$ cat config.mk
export PLATFORM = sky130hd
export DESIGN_NAME = pc_branch_unit
export DESIGN_NICKNAME = d
export VERILOG_FILES = /design/src/rtl/pc_branch_unit.sv
export SDC_FILE = /design/constraint.sdc
export NUM_CORES = 1
export LEC_CHECK = 0
export CAP_MARGIN = 5
export CORE_UTILIZATION = 48
export DETAILED_ROUTE_END_ITERATION = 8
export PLACE_DENSITY = 0.88
export SYNTH_ARGS = -nofsm -noshare
export SYNTH_HDL_FRONTEND = slang
export SYNTH_SLANG_ARGS = --single-unit
$ cat constraint.sdc
create_clock -name clk -period 10 [get_ports clk]
set_clock_uncertainty 0.1 [all_clocks]
set_input_delay 3 -clock clk [delete_from_list [all_inputs] [get_ports clk]]
set_output_delay 3 -clock clk [all_outputs]
set_load 0.1 [all_outputs]
$ cat src/rtl/pc_branch_unit.sv
// rtl/pc_branch_unit.sv - fetch PC register with branch/jump resolution and pipeline flush
module pc_branch_unit #(
   parameter logic [31:0] RESET_PC     = 32'h0000_0000,
   parameter int unsigned FLUSH_CYCLES = 2
) (
   input  logic        clk,
   input  logic        rst,
   input  logic        stall,
   input  logic        ex_valid,
   input  logic [31:0] ex_pc,
   input  logic [31:0] imm,
   input  logic        is_beq,
   input  logic        is_bne,
   input  logic        is_jal,
   input  logic        is_jalr,
   input  logic [31:0] alu_f,
   input  logic        alu_z,
   output logic [31:0] pc_out,
   output logic [31:0] link_addr,
   output logic        redirect,
   output logic        flush,
   output logic        misalign_err
);

   localparam logic [2:0] FLUSH_LOAD = 3'(FLUSH_CYCLES);

   logic [2:0]  flush_cnt;
   logic        ctrl_taken;
   logic [31:0] target;
   logic        take;
   logic        aligned;

   // Priority chain resolves illegal multi-hot controls as jalr > jal > beq > bne.
   always_comb begin
      ctrl_taken = 1'b0;
      target     = ex_pc + imm;
      if (is_jalr) begin
         ctrl_taken = 1'b1;
         target     = alu_f & ~32'h1;
      end else if (is_jal) begin
         ctrl_taken = 1'b1;
      end else if (is_beq) begin
         ctrl_taken = alu_z;
      end else if (is_bne) begin
         ctrl_taken = ~alu_z;
      end
   end

   // Anything in EX while flushing is wrong-path and must not redirect.
   assign flush     = (flush_cnt != 3'd0);
   assign take      = ex_valid & ~flush & ctrl_taken;
   assign aligned   = (target[1:0] == 2'b00);
   assign link_addr = ex_pc + 32'd4;

   always_ff @(posedge clk) begin
      if (rst) begin
         pc_out       <= RESET_PC;
         redirect     <= 1'b0;
         flush_cnt    <= 3'd0;
         misalign_err <= 1'b0;
      end else begin
         redirect <= 1'b0;
         if (take && aligned) begin
            pc_out    <= target;
            redirect  <= 1'b1;
            flush_cnt <= FLUSH_LOAD;
         end else begin
            if (!stall)
               pc_out <= pc_out + 32'd4;
            if (flush_cnt != 3'd0)
               flush_cnt <= flush_cnt - 3'd1;
         end
         if (take && !aligned)
            misalign_err <= 1'b1;
      end
   end

endmodule
==> reports/metrics.cfg, run 1 <==
[status]
outcome = complete, no violations

[grt]
antenna_found_initial = 0
grt_overflow_total = 0
grt_pass1_vias = 4348
grt_max_degree = 50
grt_first_pass_wirelength_um = 19800
track_usage_pct = 27.1

[sta]
setup_viol = 0
grt_setup_unrepaired = false
slew_violations = 0
fmax_mhz = 114
finalSetupTns_ps = 0
fin_crit_ps = 8800
slew_headroom_pct = 30.5
timing.final.crit_share_pct = 88.0
tightest_slew_ps = 1040
hold_viol_final = 0

[logic_synthesis]
yosys-top-cells-count = nand2_1 (58), xnor2_1 (52), a21oi_1 (50)
ys_ff_latch = 37
ys.flop_type = dfxtp_1
yosysMostFrequentCell = nand2_1
muxShareOfSynthArea_pct = 0.472
synth_edf_count = 0
yosys.area_share.simple_pct = 22.5
synth_compound_area_share_pct = 27.9
synth_adder_area_share_pct = 10.5
synth_area_per_cell_um2 = 7.45
synth_top_area_share_pct = 17.5
netlist_area_um2 = 4240
yosysSeqAreaShare_pct = 17.5
synth_top_family_by_area = compound AO/OA/AOI/OAI gates
syn_nets = 709
yosys_warnings = 0
synth_area_leader_cell = dfxtp_1
synth_area_leaders = dfxtp_1 (17%), xnor2_1 (11%), ha_1 (10%)
synth_xor_area_share_pct = 17.1
yosys.cell_types.count = 62
synth_cells = 569
synthArstFlopShare_pct = 0

[finish]
layout-drive-gt1-share_pct = 5.39
fin_cells = 829
final_area_um2 = 6020
area_delta_synth_final_pct = 42.0
final_nets = 863
utilization_pct = 71.9
diodes = 0
fillCellCount = 712

[detailed_routing]
drt_iter0_drc = 230
vias = 4750
wl_um = 12800
first_pass_iters = 5
drc_errors = 0
drt-wirelength-per-cell_um = 15.5
vias_per_cell = 5.73
ant_nets = 0

[floorplan]
die_area_um2 = 9220
die_x_um = 96.0
core_um2 = 8380
io-pin-count = 172
start_util_pct = 50.6
placementRows = 33
die_y_um = 96.0

[place]
dp_hpwl_um = 10100
place_congestion = 0.951
place_inst = 821
portBuffers = 170
dpl-instance-area_um2 = 5940

[clocking]
cts_tree = done
cts.sinks = 37
cts_buffer_depth = 2
cts.htree.levels = 2
clk_pin_slew_ps = 70
cts_resized = 0
hold_buffers = 0
cts_root_buffer = clkbuf_8
cts_buffers = 5
insertion_delay_ps = 290
postCtsSetupRepairBufs = 0

[worst_setup_path]
path_buf_inv = 3
cp_slowest_cell = clkdlybuf4s50_1
cp.arrival_ps = 5700
critPathKind = primary input to output pin
path_max_fanout = 5
critPathCaptureType = output pin
worst_setup_path_start_kind = primary input
cp_slowest_stage_delay_ps = 590
required_ps = 6900
crit_chain = clkdlybuf4s50_1 > nand3_1 > nor2_1 > and2_1 > inv_1 > nor2_1 > and4_1 > and4_1 > nand3_1 > xnor2_1 > buf_4
cp_top_family = simple AND/OR/NAND/NOR gates

[power]
power_mw = 0.850
vdd_drop_max_mv = 0.0798
p_per_area_nw_per_um2 = 141
p_leak_nw = 2.30

[hold_path]
min_path_type = register to register

[run]
maxCapViolations = 0

cell type report:
type,count,area [µm²],area share (%)
clock buffer,8,80.1,1.33
multi-input combinational,490,3340,55.4
sequential,37,741,12.3
tap,105,131,2.18
timing repair buffer,173,1680,27.8
inverter,16,60.1,0.997
worst paths after layout:
check	slack [ps]	start	depth (start not counted)	endpoint
setup / recovery	1200	ex_pc[4]	11	link_addr[27]
hold / removal	370	misalign_err	2	misalign_err
setup reg to reg	7330	pc_out[12]	9	pc_out[30]
hold reg to reg	370	misalign_err	2	misalign_err
stage by stage:
stage	worst slack [ps]	hold slack, ps
3_3_place_gp	1230	355
6_report	1200	371
2_1_floorplan	1030	382
5_1_grt	934	387
3_5_place_dp	1170	356
4_1_cts	1160	374
layout by cell type (no fill, tap or decap), drive strengths merged, types with 30 or more instances in the layout:
cell type,instances
ha,34
nand2,58
a21oi,50
xor2,31
nand3,30
clkdlybuf4s50,152
o21ai,35
dfxtp,37
xnor2,52
nor2,48
where the power goes:
group / total, mW / leakage [nW] / internal [mW] / switching (mW)
logic: 0.551 / 1.96 / 0.175 / 0.376
clock network: 0.102 / 0.0395 / 0.0496 / 0.0525
registers: 0.196 / 0.302 / 0.172 / 0.0248
registers in the layout (all words and copies together), names as in the netlist:
signal,count
pc_out,32
redirect,1
misalign_err,1
flush_cnt,3
cell families (layout without fill, tap and decap cells):
kind of cell             after synthesis  in the layout
AO/OA/AOI/OAI                        174            174
multiplexers                           2              2
buffers and inverters                 42            197
flip-flops                            37             37
XOR/XNOR                              83             83
AND/OR/NAND/NOR                      196            196
adder cells (fa/ha/maj)               35             35
per-layer routing:
metal	part of all wire [%]	routed length (µm)	GRT usage [%]
met1	44	5600	33.6
met2	49	6290	48.2
met3	4.8	616	3.95
met4	2.4	306	8.08
met5	0	0	0
worst reg2reg max path: cells and delay by family (launching register included):
family / cells / cell delay [ps]
and+or+nand+nor: 6 / 1610
DFF: 1 / 420
AOI/OAI and AO/OA: 3 / 460
Power figures use the tool's default switching activity.
==> run 2: changes to the inputs <==
--- a/config.mk
+++ b/config.mk
@@ -6,8 +6,10 @@
 export NUM_CORES = 1
 export LEC_CHECK = 0
 export CAP_MARGIN = 5
+export CORE_MARGIN = 2
 export CORE_UTILIZATION = 48
 export DETAILED_ROUTE_END_ITERATION = 8
+export GPL_ROUTABILITY_DRIVEN = 0
 export PLACE_DENSITY = 0.88
 export SYNTH_ARGS = -nofsm -noshare
 export SYNTH_HDL_FRONTEND = slang
==> reports/metrics.cfg, run 2 (synthesis results as in run 1) <==
[worst_setup_path]
crit_end = link_addr[31]  ; was link_addr[27]
cp.arrival_ps = 5780  ; was 5700 ps
worst_setup_path_start_kind = primary input  ; unchanged
r2r_start = pc_out[12]  ; unchanged
timing.reg2reg.setup_slack_ps = 7290  ; was 7330 ps
required_ps = 6900  ; about the same
r2r-end = pc_out[30]  ; unchanged
critPathCaptureType = output pin  ; unchanged
path_max_fanout = 5  ; unchanged
crit_path_start = ex_pc[4]  ; unchanged
worstRegToRegCells = 9  ; unchanged
critPathKind = primary input to output pin  ; unchanged

[clocking]
clk_pin_slew_ps = 70  ; about the same
postCtsSetupRepairBufs = 0  ; unchanged
cts_resized = 0  ; unchanged
cts_tree = done  ; unchanged
cts.htree.levels = 2  ; unchanged
cts_buffer_depth = 2  ; unchanged
cts_buffers = 5  ; unchanged
insertion_delay_ps = 290  ; about the same
cts.sinks = 37  ; unchanged
cts_root_buffer = clkbuf_8  ; unchanged
hold_buffers = 0  ; unchanged

[detailed_routing]
vias = 4807  ; was 4750
drt_iter0_drc = 228  ; was 230
first_pass_iters = 6  ; was 5
drc_errors = 0  ; unchanged
drt-wirelength-per-cell_um = 15.5  ; about the same
highest_layer = met4  ; unchanged
vias_per_cell = 5.77  ; was 5.73
met3_length_um = 785  ; was 616 µm
wl_um = 12900  ; was 12800 µm
dr_wl_met2_um = 6240  ; was 6290 µm
ant_nets = 0  ; unchanged
m1WireLength_um = 5420  ; was 5600 µm

[power]
combPwrFrac_pct = 65.0  ; was 64.9%
p_seq_share_pct = 23.1  ; about the same
clock_power_share_pct = 11.9  ; was 12.0%
vdd_drop_max_mv = 0.0759  ; was 0.0798 mV
p_leak_nw = 2.31  ; was 2.30 nW
p_sw_share_pct = 53.4  ; about the same
switching_power_mw = 0.453  ; was 0.454 mW
p_per_area_nw_per_um2 = 140  ; was 141 nW/µm²
p_int_mw = 0.396  ; about the same

[run]
maxCapViolations = 0  ; unchanged

[grt]
grt_first_pass_wirelength_um = 21100  ; was 19800 µm
grt_max_degree = 50  ; unchanged
antenna_found_initial = 0  ; unchanged
track_usage_pct = 25.9  ; was 27.1%
grt_pass1_vias = 4713  ; was 4348
grt_overflow_total = 0  ; unchanged

[sta]
tightest_slew_ps = 1030  ; was 1040 ps
hold_viol_final = 0  ; unchanged
finalSetupTns_ps = 0  ; unchanged
timing.final.crit_share_pct = 88.8  ; was 88.0%
slew_violations = 0  ; unchanged
fmax_mhz = 113  ; was 114 MHz
fin_crit_ps = 8880  ; was 8800 ps
setup_viol = 0  ; unchanged
slew_headroom_pct = 31.0  ; was 30.5%
grt_setup_unrepaired = false  ; unchanged

[place]
dpl-instance-area_um2 = 5960  ; was 5940 µm²
dp_hpwl_um = 10400  ; was 10100 µm
portBuffers = 170  ; unchanged

[finish]
layout_common_cells = clkdlybuf4s50_1 (153), nand2_1 (58), xnor2_1 (52)  ; was clkdlybuf4s50_1 (152), nand2_1 (58), xnor2_1 (52)
largest_reg_flops = 32  ; unchanged
final_nets = 864  ; was 863
final_area_um2 = 6040  ; was 6020 µm²
top_register = pc_out  ; unchanged
reg_top3 = pc_out (32), flush_cnt (3)  ; unchanged
diodes = 0  ; unchanged
area_delta_synth_final_pct = 42.5  ; was 42.0%
fillCellCount = 731  ; was 712
layout-drive-gt1-share_pct = 5.66  ; was 5.39%
mostFrequentLayoutCell = clkdlybuf4s50_1  ; unchanged

[floorplan]
core_um2 = 8640  ; was 8380 µm²
io-pin-count = 172  ; unchanged
die_y_um = 98.0  ; was 96.0 µm
placementRows = 34  ; was 33
die_area_um2 = 9600  ; was 9220 µm²
start_util_pct = 49.1  ; was 50.6%
die_x_um = 98.0  ; was 96.0 µm

[hold_path]
min_path_type = register to register  ; unchanged
hold_path_depth = 1  ; was 2

[status]
outcome = complete, no violations  ; unchanged

## run 2: cell types whose count changed in the layout (fill, tap and decap cells not counted)
cell,delta
buf_2,-1
buf_4,+1
clkbuf_1,-2
clkdlybuf4s50_1,+1
clkinv_2,+2
## run 2: routing by layer
metal | vias to the layer above | GRT usage [%]
met5 | - | 0
met4 | 0 | 10.1
met3 | 31 | 4.22
met2 | 178 | 45.6
met1 | 2206 | 31.6
li1 | 2392 | -
## run 2: per-stage QoR
| step | util [%] | instances | hold slack [ps] | setup WS [ps] | power, mW |
|---|---|---|---|---|---|
| floorplan | - | 569 | 382 | 1030 | 0.597 |
| global placement | 69.0 | 825 | 358 | 1230 | 0.736 |
| detailed placement | 69.0 | 825 | 372 | 1100 | 0.748 |
| CTS | 70.0 | 833 | 383 | 1100 | 0.850 |
| finish | 70.0 | 833 | 379 | 1120 | 0.849 |
| global route | 70.0 | 833 | 397 | 909 | 0.892 |
## run 2: power groups by stage
stage                     Clock, mW  Combinational, mW  Sequential, mW
after floorplan                   0              0.257           0.340
after global placement            0              0.540           0.196
after detailed placement          0              0.549           0.199
after CTS                     0.103              0.551           0.195
after global routing          0.111              0.581           0.200
final                         0.101              0.552           0.196
## run 2: area by class of cell
class,count,area [µm²],area share [%]
inverter,16,60.1,0.994
timing repair buffer,174,1690,28.0
sequential,37,741,12.3
clock inverter,2,10.0,0.166
tap,108,135,2.24
multi-input combinational,490,3340,55.2
clock buffer,6,72.6,1.20
## run 2: critical path: stages
cell and delay, ps:
clkdlybuf4s50_1 560, nand3_1 170, nor2_1 270, and2_1 250, inv_1 60, nor2_1 200, and4_1 290, and4_1 300
nand3_1 130, xnor2_1 210, buf_4 330
## run 2: worst min-delay path by stage
stage	startpoint	end	slack [ps]
2_1_floorplan	flush_cnt[1]	flush_cnt[1]	380
3_3_place_gp	misalign_err	misalign_err	360
3_5_place_dp	misalign_err	misalign_err	370
4_1_cts	pc_out[1]	pc_out[1]	380
5_1_grt	pc_out[0]	pc_out[0]	400
6_report	pc_out[1]	pc_out[1]	380
==> run 3: changes to the inputs <==
--- a/config.mk
+++ b/config.mk
@@ -7,10 +7,11 @@
 export LEC_CHECK = 0
 export CAP_MARGIN = 5
 export CORE_MARGIN = 2
-export CORE_UTILIZATION = 48
+export CORE_UTILIZATION = 49
+export CTS_BUF_LIST = sky130_fd_sc_hd__clkbuf_8
 export DETAILED_ROUTE_END_ITERATION = 8
 export GPL_ROUTABILITY_DRIVEN = 0
-export PLACE_DENSITY = 0.88
+export PLACE_DENSITY = 0.89
 export SYNTH_ARGS = -nofsm -noshare
 export SYNTH_HDL_FRONTEND = slang
 export SYNTH_SLANG_ARGS = --single-unit
==> reports/metrics.cfg, run 3 (synthesis results as in run 1) <==
[power]
p_leak_nw = 2.31  ; about the same
p_per_area_nw_per_um2 = 141  ; was 140 nW/µm²
vdd_drop_max_mv = 0.0875  ; was 0.0759 mV
power_mw = 0.853  ; was 0.849 mW

[worst_setup_path]
required_ps = 6900  ; about the same
cp_slowest_cell = clkdlybuf4s50_1  ; unchanged
cp_top_family = simple AND/OR/NAND/NOR gates  ; unchanged
path_max_fanout = 5  ; unchanged
critPathCaptureType = output pin  ; unchanged
crit_chain = clkdlybuf4s50_1 > nand3_1 > nor2_1 > and2_1 > inv_1 > nor2_1 > and4_1 > and4_1 > nand3_1 > xnor2_1 > buf_4  ; unchanged
cp_slowest_stage_delay_ps = 570  ; was 560 ps
cp.arrival_ps = 5770  ; was 5780 ps
critPathKind = primary input to output pin  ; unchanged
path_buf_inv = 3  ; unchanged
worst_setup_path_start_kind = primary input  ; unchanged

[clocking]
cts_buffers = 5  ; unchanged
cts_tree = done  ; unchanged
hold_buffers = 0  ; unchanged
cts_root_buffer = clkbuf_8  ; unchanged
cts_buffer_depth = 2  ; unchanged
cts_resized = 0  ; unchanged
clk_pin_slew_ps = 70  ; about the same
cts.htree.levels = 2  ; unchanged
cts.sinks = 37  ; unchanged
insertion_delay_ps = 290  ; about the same
postCtsSetupRepairBufs = 0  ; unchanged

[sta]
timing.final.crit_share_pct = 88.7  ; was 88.8%
fin_crit_ps = 8870  ; was 8880 ps
setup_viol = 0  ; unchanged
grt_setup_unrepaired = false  ; unchanged
slew_headroom_pct = 31.3  ; was 31.0%
slew_violations = 0  ; unchanged
tightest_slew_ps = 1030  ; about the same
fmax_mhz = 113  ; about the same
finalSetupTns_ps = 0  ; unchanged
setup_ws_ps = 1130  ; was 1120 ps
hold_viol_final = 0  ; unchanged

[grt]
track_usage_pct = 27.1  ; was 25.9%
antenna_found_initial = 0  ; unchanged
grt_first_pass_wirelength_um = 21800  ; was 21100 µm
grt_max_degree = 50  ; unchanged
grt_pass1_vias = 4767  ; was 4713
grt_overflow_total = 0  ; unchanged

[detailed_routing]
first_pass_iters = 4  ; was 6
vias = 4779  ; was 4807
drt-wirelength-per-cell_um = 15.9  ; was 15.5 µm
vias_per_cell = 5.77  ; about the same
drc_errors = 0  ; unchanged
ant_nets = 0  ; unchanged
drt_iter0_drc = 297  ; was 228
wl_um = 13200  ; was 12900 µm

[place]
dp_slack_ps = 1130  ; was 1100 ps
dpl-instance-area_um2 = 5940  ; was 5960 µm²
place_inst = 821  ; was 825
dp_hpwl_um = 10500  ; was 10400 µm
portBuffers = 170  ; unchanged

[finish]
area_delta_synth_final_pct = 42.2  ; was 42.5%
diodes = 0  ; unchanged
layout_common_cells = clkdlybuf4s50_1 (152), nand2_1 (58), xnor2_1 (52)  ; was clkdlybuf4s50_1 (153), nand2_1 (58), xnor2_1 (52)
fin_cells = 828  ; was 833
reg_top3 = pc_out (32), flush_cnt (3)  ; unchanged
mostFrequentLayoutCell = clkdlybuf4s50_1  ; unchanged
final_area_um2 = 6030  ; was 6040 µm²
final_nets = 863  ; was 864
top_register = pc_out  ; unchanged
largest_reg_flops = 32  ; unchanged
layout-drive-gt1-share_pct = 5.53  ; was 5.66%

[run]
maxCapViolations = 0  ; unchanged

[floorplan]
start_util_pct = 51.1  ; was 49.1%
die_y_um = 97.0  ; was 98.0 µm
core_um2 = 8300  ; was 8640 µm²
io-pin-count = 172  ; unchanged
placementRows = 33  ; was 34
die_x_um = 97.0  ; was 98.0 µm
die_area_um2 = 9420  ; was 9600 µm²

[status]
outcome = complete, no violations  ; unchanged

[hold_path]
min_path_type = register to register  ; unchanged

[run 3: cell count changes in the layout (fill, tap and decap cells not counted)]
| cell | change |
|---|---|
| clkinv_2 | -2 |
| inv_1 | +1 |
| clkdlybuf4s50_1 | -1 |
| buf_2 | +1 |
| buf_4 | -1 |
| clkbuf_1 | -1 |
| clkbuf_8 | +1 |
[run 3: cell type report]
cell class	instances	area [µm²]
inverter	16	60.1
tap	105	131
clock buffer	6	82.6
clock inverter	1	3.75
fill	646	2270
timing repair buffer	173	1680
multi-input combinational	490	3340
sequential	37	741
[run 3: metal layers]
layer	share of wire [%]	wire [µm]	vias up	track usage [%]
met1	41	5470	2220	32.5
met5	0	0	-	0
li1	-	-	2386	-
met4	2.3	308	0	8.13
met3	5.5	719	26	5.49
met2	51	6690	147	48.5
[run 3: worst register-to-register path, delay by kind of cell (launching register included)]
family / cells / cell delay [ps]
DFF: 1 / 420
and+or+nand+nor: 6 / 1610
AOI/OAI and AO/OA: 3 / 510
[run 3: where the power goes]
part / internal, mW / leakage [nW] / switching [mW]
clock: 0.0537 / 0.0485 / 0.0514
sequential: 0.172 / 0.302 / 0.0241
combinational: 0.175 / 1.96 / 0.377
total: 0.401 / 2.31 / 0.453
[run 3: per-stage QoR]
stage	hold WS [ps]	util [%]
floorplan	382	-
global placement	358	71.6
detailed placement	363	71.6
CTS	376	72.7
global route	400	72.7
finish	374	72.7
[run 3: path summary, 6_finish.rpt]
| path | startpoint | endpoint | slack (ps) | depth (start not counted) |
|---|---|---|---|---|
| worst max-delay path | ex_pc[4] | link_addr[31] | 1130 | 11 |
| worst min-delay path | pc_out[1] | pc_out[1] | 370 | 1 |
| worst max register to register | pc_out[12] | pc_out[30] | 7260 | 9 |
| worst min register to register | pc_out[1] | pc_out[1] | 370 | 1 |
==> patch 1 (config.mk and constraints of run 2) <==
Reset style: asynchronous (`rst`), changed in one clocked block.
--- a/src/rtl/pc_branch_unit.sv
+++ b/src/rtl/pc_branch_unit.sv
@@ -52,7 +52,7 @@
    assign aligned   = (target[1:0] == 2'b00);
    assign link_addr = ex_pc + 32'd4;
 
-   always_ff @(posedge clk) begin
+   always_ff @(posedge clk or posedge rst) begin
       if (rst) begin
          pc_out       <= RESET_PC;
          redirect     <= 1'b0;
Function: differs if rst is asserted again (counterexample within 4 cycles, from zero or initial values and one cycle with rst high); with rst held inactive, the same outputs for 10 cycles.
==> patch 1 against run 2 <==
  * Worst setup slack better by 0.068 ns
  * Wire length increased by 5.1%
  * Total power up 71%
  * Sequential cell count unchanged
  * First-iteration DRC count is 21% higher
  * Synthesized area increased by 5.4%
  * Die area increased by 5.2%
  * Final area grew 4.0%
  * Largest power group unchanged
  * Highest routed layer unchanged
==> patch 1: results (changes against run 2) <==
outcome complete, no violations (unchanged); detailed placement HPWL 10800 µm (was 10400 µm); DR vias 4877 (was 4807); Post-CTS Setup Bufs 0 (unchanged); Synth Area in Compound Gates 0.238 (was 0.279); Final Slew Violations 0 (unchanged); post-synthesis sequential area ratio 0.207 (was 0.175); n_diodes 0 (unchanged); total CTS buffers 5 (unchanged); final WL 13500 µm (was 12900 µm); worst hold start misalign_err (was pc_out[1]); Reg-to-Reg Start flush_cnt[0] (was pc_out[12]); drt initial violations 277 (was 228); dpl ws 1.20 ns (was 1.10 ns); ratio of cells with drive above 1 in the final layout 0.0665 (was 0.0566); largest net degree at the start of global routing 62 (was 50); CP peak stage delay 0.60 ns (was 0.56 ns); worst vdd ir 0.211 mV (was 0.0759 mV); CTS clk-pin slew, worst paths 0.07 ns (about the same); met2 Usage GRT 0.453 (was 0.456); CTS H-tree depth 2 (unchanged); met1 Use GR 0.344 (was 0.316); biggest regs pc_out: 32 flops, flush_cnt: 3 flops (unchanged); commonest cells in the synthesized netlist 52 x nand2_1, 46 x a21oi_1, 45 x xnor2_1 (was 58 x nand2_1, 52 x xnor2_1, 50 x a21oi_1); switch share 0.615 (was 0.534); synth top area cells dfrtp_1 21%, ha_1 9.8%, xnor2_1 8.8%, xor2_1 5.7%, a21oi_1 5.1% (was dfxtp_1 17%, xnor2_1 11%, ha_1 10%, xor2_1 6.4%, a21oi_1 5.9%); Leak Pwr 2.63 nW (was 2.31 nW); Unique masters post-synth 61 (was 62); I/O Buffers 170 (unchanged); met3 usage 0.0264 (was 0.0422); clock share of power 0.072 (was 0.119); initial antenna violation count 0 (unchanged); combinational power share 0.721 (was 0.650); Yosys warning total 0 (unchanged); first-pass GRT wire length 21800 µm (was 21100 µm); Final #Nets 862 (was 864); drt first pass iters 5 (was 6); Root Buffer clkbuf_8 (unchanged); Primary FF master, synth dfrtp_1 (was dfxtp_1); Crit-path slowest cell clkdlybuf4s50_1 (unchanged); mux cell area share after synthesis 0.0207 (was 0.00472); Syn Nets 703 (was 709); worst-skew pair later-pin latency about 0.30 ns; Top Family by Delay on Critical Path simple AND/OR/NAND/NOR gates (unchanged); CP Launch Point ex_pc[4] (unchanged); CP Max Fanout 6 (was 5); number of global-route vias before repair 4716 (was 4713); post-synthesis adder-cell area fraction 0.102 (was 0.105); Max Root-Sink Buffers 2 (unchanged); Synth Area in XOR/XNOR 0.145 (was 0.171); CTS resizes 0 (unchanged); total track usage 0.264 (was 0.259); worst slew pin tran 1.03 ns (about the same); asr flop ratio synth 1.00 (was 0); hold crit path type reg -> reg (unchanged)
==> patch 1: cell count changes after synthesis, sizes merged, moves of 5 or more <==
cell	delta
a31oi	-5
nor3	+8
nand4	+9
nor2	-13
xnor2	-7
a211oi	-9
o211a	+5
mux2i	+5
inv	+6
dfxtp	-37
dfrtp	+37
clkbuf	-7
or3	+8
nand2	-6
==> patch 1: final cells by class <==
| type | instances | area (µm²) |
|---|---|---|
| clock buffers | 6 | 72.6 |
| well taps | 111 | 139 |
| inverters | 22 | 82.6 |
| multi-input cells | 482 | 3380 |
| flip-flops and latches | 37 | 926 |
| repair buffers | 173 | 1680 |
| clock inverters | 2 | 10.0 |
| fillers | 718 | 2870 |
==> patch 1: final timing paths <==
check	end	slack, ns	cells past startpoint
worst max-delay path	link_addr[29]	1.18	9
worst min-delay path	misalign_err	0.36	1
worst max register to register	pc_out[24]	7.05	10
worst min register to register	misalign_err	0.36	1
max in group asynchronous	pc_out[5]	6.46	3
min in group asynchronous	pc_out[30]	3.00	3
==> patch 1: layer usage <==
metal | part of all wire | up-vias
li1 | - | 2388
met1 | 0.44 | 2264
met2 | 0.48 | 194
met3 | 0.052 | 31
met4 | 0.030 | 0
met5 | 0 | -
==> patch 1: stage by stage <==
| step | util | cell area, µm² | total power [mW] | hold slack, ns | instances |
|---|---|---|---|---|---|
| after floorplan | - | 4470 | 1.07 | 0.383 | 562 |
| after global placement | 0.678 | 6200 | 1.32 | 0.340 | 825 |
| after detailed placement | 0.678 | 6200 | 1.35 | 0.349 | 825 |
| after CTS | 0.687 | 6280 | 1.45 | 0.366 | 833 |
| after global routing | 0.687 | 6280 | 1.52 | 0.396 | 833 |
| final | 0.687 | 6280 | 1.45 | 0.360 | 833 |
==> patch 2 (flow settings as in run 2) <==
Made on the original files. Register the output `misalign_err` once more, with the module's reset; this adds one clock of latency there. The other outputs are not delayed to match.
--- a/src/rtl/pc_branch_unit.sv
+++ b/src/rtl/pc_branch_unit.sv
@@ -23,6 +23,8 @@
 );
 
    localparam logic [2:0] FLUSH_LOAD = 3'(FLUSH_CYCLES);
+
+   logic misalign_err_s0;
 
    logic [2:0]  flush_cnt;
    logic        ctrl_taken;
@@ -57,7 +59,7 @@
          pc_out       <= RESET_PC;
          redirect     <= 1'b0;
          flush_cnt    <= 3'd0;
-         misalign_err <= 1'b0;
+         misalign_err_s0 <= 1'b0;
       end else begin
          redirect <= 1'b0;
          if (take && aligned) begin
@@ -71,7 +73,15 @@
                flush_cnt <= flush_cnt - 3'd1;
          end
          if (take && !aligned)
-            misalign_err <= 1'b1;
+            misalign_err_s0 <= 1'b1;
+      end
+   end
+
+   always_ff @(posedge clk) begin
+      if (rst) begin
+         misalign_err <= '0;
+      end else begin
+         misalign_err <= misalign_err_s0;
       end
    end
 
Function: changed (Yosys sat finds a counterexample within 4 cycles, from zero or initial values and one cycle with rst high).
==> patch 2 against run 2 <==
  * Total power increased by 7.5%
  * Synthesized area increased by 1.0%
  * Worst setup slack improved by 0.077 ns
  * Sequential share of layout area increased by 0.081 points
  * Via count increased by 3.6%
  * Wire length increased by 6.9%
  * Sequential cell count increased by 1
  * Final area increased by 2.0%
  * Combinational power decreased by 0.9%
  * Global-route usage increased by 2.0 points
==> patch 2: results (changes against run 2) <==
reg-to-reg setup timing slack 7.40 ns (was 7.29 ns); Syn Nets 720 (was 709); outcome complete, no violations (unchanged); final WL 13800 µm (was 12900 µm); post-synthesis sequential area ratio 0.178 (was 0.175); ratio of cells with drive above 1 in the final layout 0.0662 (was 0.0566); drt initial violations 237 (was 228); DP Cell Count 840 (was 825); worst vdd ir 0.104 mV (was 0.0759 mV); initial antenna violation count 0 (unchanged); Sum Neg Setup Slack 0 ns (unchanged); first-pass GRT wire length 23100 µm (was 21100 µm); synth top area cells dfxtp_1 18%, ha_1 9.9%, xnor2_1 9.0%, xor2_1 7.2%, nor2_1 5.6% (was dfxtp_1 17%, xnor2_1 11%, ha_1 10%, xor2_1 6.4%, a21oi_1 5.9%); worst-skew pair later-pin latency around 0.3 ns; drt first pass iters 5 (was 6); commonest cells in the synthesized netlist 64 x nor2_1, 53 x nand2_1, 44 x xnor2_1 (was 58 x nand2_1, 52 x xnor2_1, 50 x a21oi_1); CP Data Arrival Time 5.71 ns (was 5.78 ns); Final #Nets 879 (was 864); Synth Instances 580 (was 569); worst slew pin tran 1.02 ns (was 1.03 ns); CP peak stage delay 0.58 ns (was 0.56 ns); CTS H-tree depth 2 (unchanged); total track usage 0.280 (was 0.259); Unique masters post-synth 58 (was 62); total CTS buffers 5 (unchanged); Leak Pwr 2.36 nW (was 2.31 nW); number of global-route vias before repair 4978 (was 4713); Primary FF master, synth dfxtp_1 (unchanged); CP Max Fanout 5 (unchanged); detailed placement HPWL 11000 µm (was 10400 µm); vias per cell 5.87 (was 5.77)
## patch 2: through the flow
stage / hold WS, ns / util / total power, mW / setup slack [ns] / instance area [µm²]
global route: 0.380 / 0.710 / 0.955 / 0.992 / 6170
global placement: 0.340 / 0.694 / 0.731 / 1.25 / 6020
floorplan: 0.329 / - / 0.592 / 1.03 / 4290
CTS: 0.363 / 0.710 / 0.908 / 1.19 / 6170
detailed placement: 0.344 / 0.694 / 0.745 / 1.19 / 6020
finish: 0.357 / 0.710 / 0.913 / 1.19 / 6170
## patch 2: kinds of logic (layout without fill, tap and decap cells)
| family | count (synthesis) | count (layout) | synth area share |
|---|---|---|---|
| and+or+nand+nor | 228 | 228 | 0.257 |
| AOI/OAI and AO/OA | 155 | 155 | 0.248 |
| xor gates and xnor gates | 79 | 79 | 0.161 |
| DFF | 38 | 38 | 0.178 |
| buffers and inverters | 38 | 198 | 0.0359 |
| adders and majority gates | 35 | 35 | 0.104 |
| muxes | 7 | 7 | 0.0166 |
## patch 2: worst paths after layout
kind | start | endpoint | cells after the start
worst max-delay path | ex_pc[4] | link_addr[31] | 11
worst min-delay path | pc_out[0] | pc_out[0] | 1
worst max register to register | pc_out[14] | pc_out[29] | 9
worst min register to register | pc_out[0] | pc_out[0] | 1
## patch 2: where the power goes
group,internal (mW),total (mW),switching (mW)
Sequential,0.176,0.201,0.0258
Clock,0.106,0.165,0.0583
Combinational,0.173,0.547,0.374
## patch 2: cell type report
| cell class | instances | area [µm²] |
|---|---|---|
| flip-flops and latches | 38 | 761 |
| well taps | 108 | 135 |
| repair buffers | 174 | 1690 |
| multi-input cells | 504 | 3380 |
| clock buffers | 6 | 82.6 |
| inverters | 16 | 60.1 |
| fillers | 698 | 2510 |
| clock inverters | 2 | 60.1 |
## patch 2: worst max-delay path, delay by kind of cell
family / cells / cell delay, ns
xor gates and xnor gates: 1 / 0.17
buffers and inverters: 3 / 0.94
and+or+nand+nor: 7 / 1.58
## patch 2: per-layer routing
metal | part of all wire | vias to the layer above | track usage
li1 | - | 2434 | -
met4 | 0.030 | 0 | 0.106
met5 | 0 | - | 0
met2 | 0.49 | 199 | 0.482
met3 | 0.053 | 34 | 0.0298
met1 | 0.43 | 2314 | 0.360
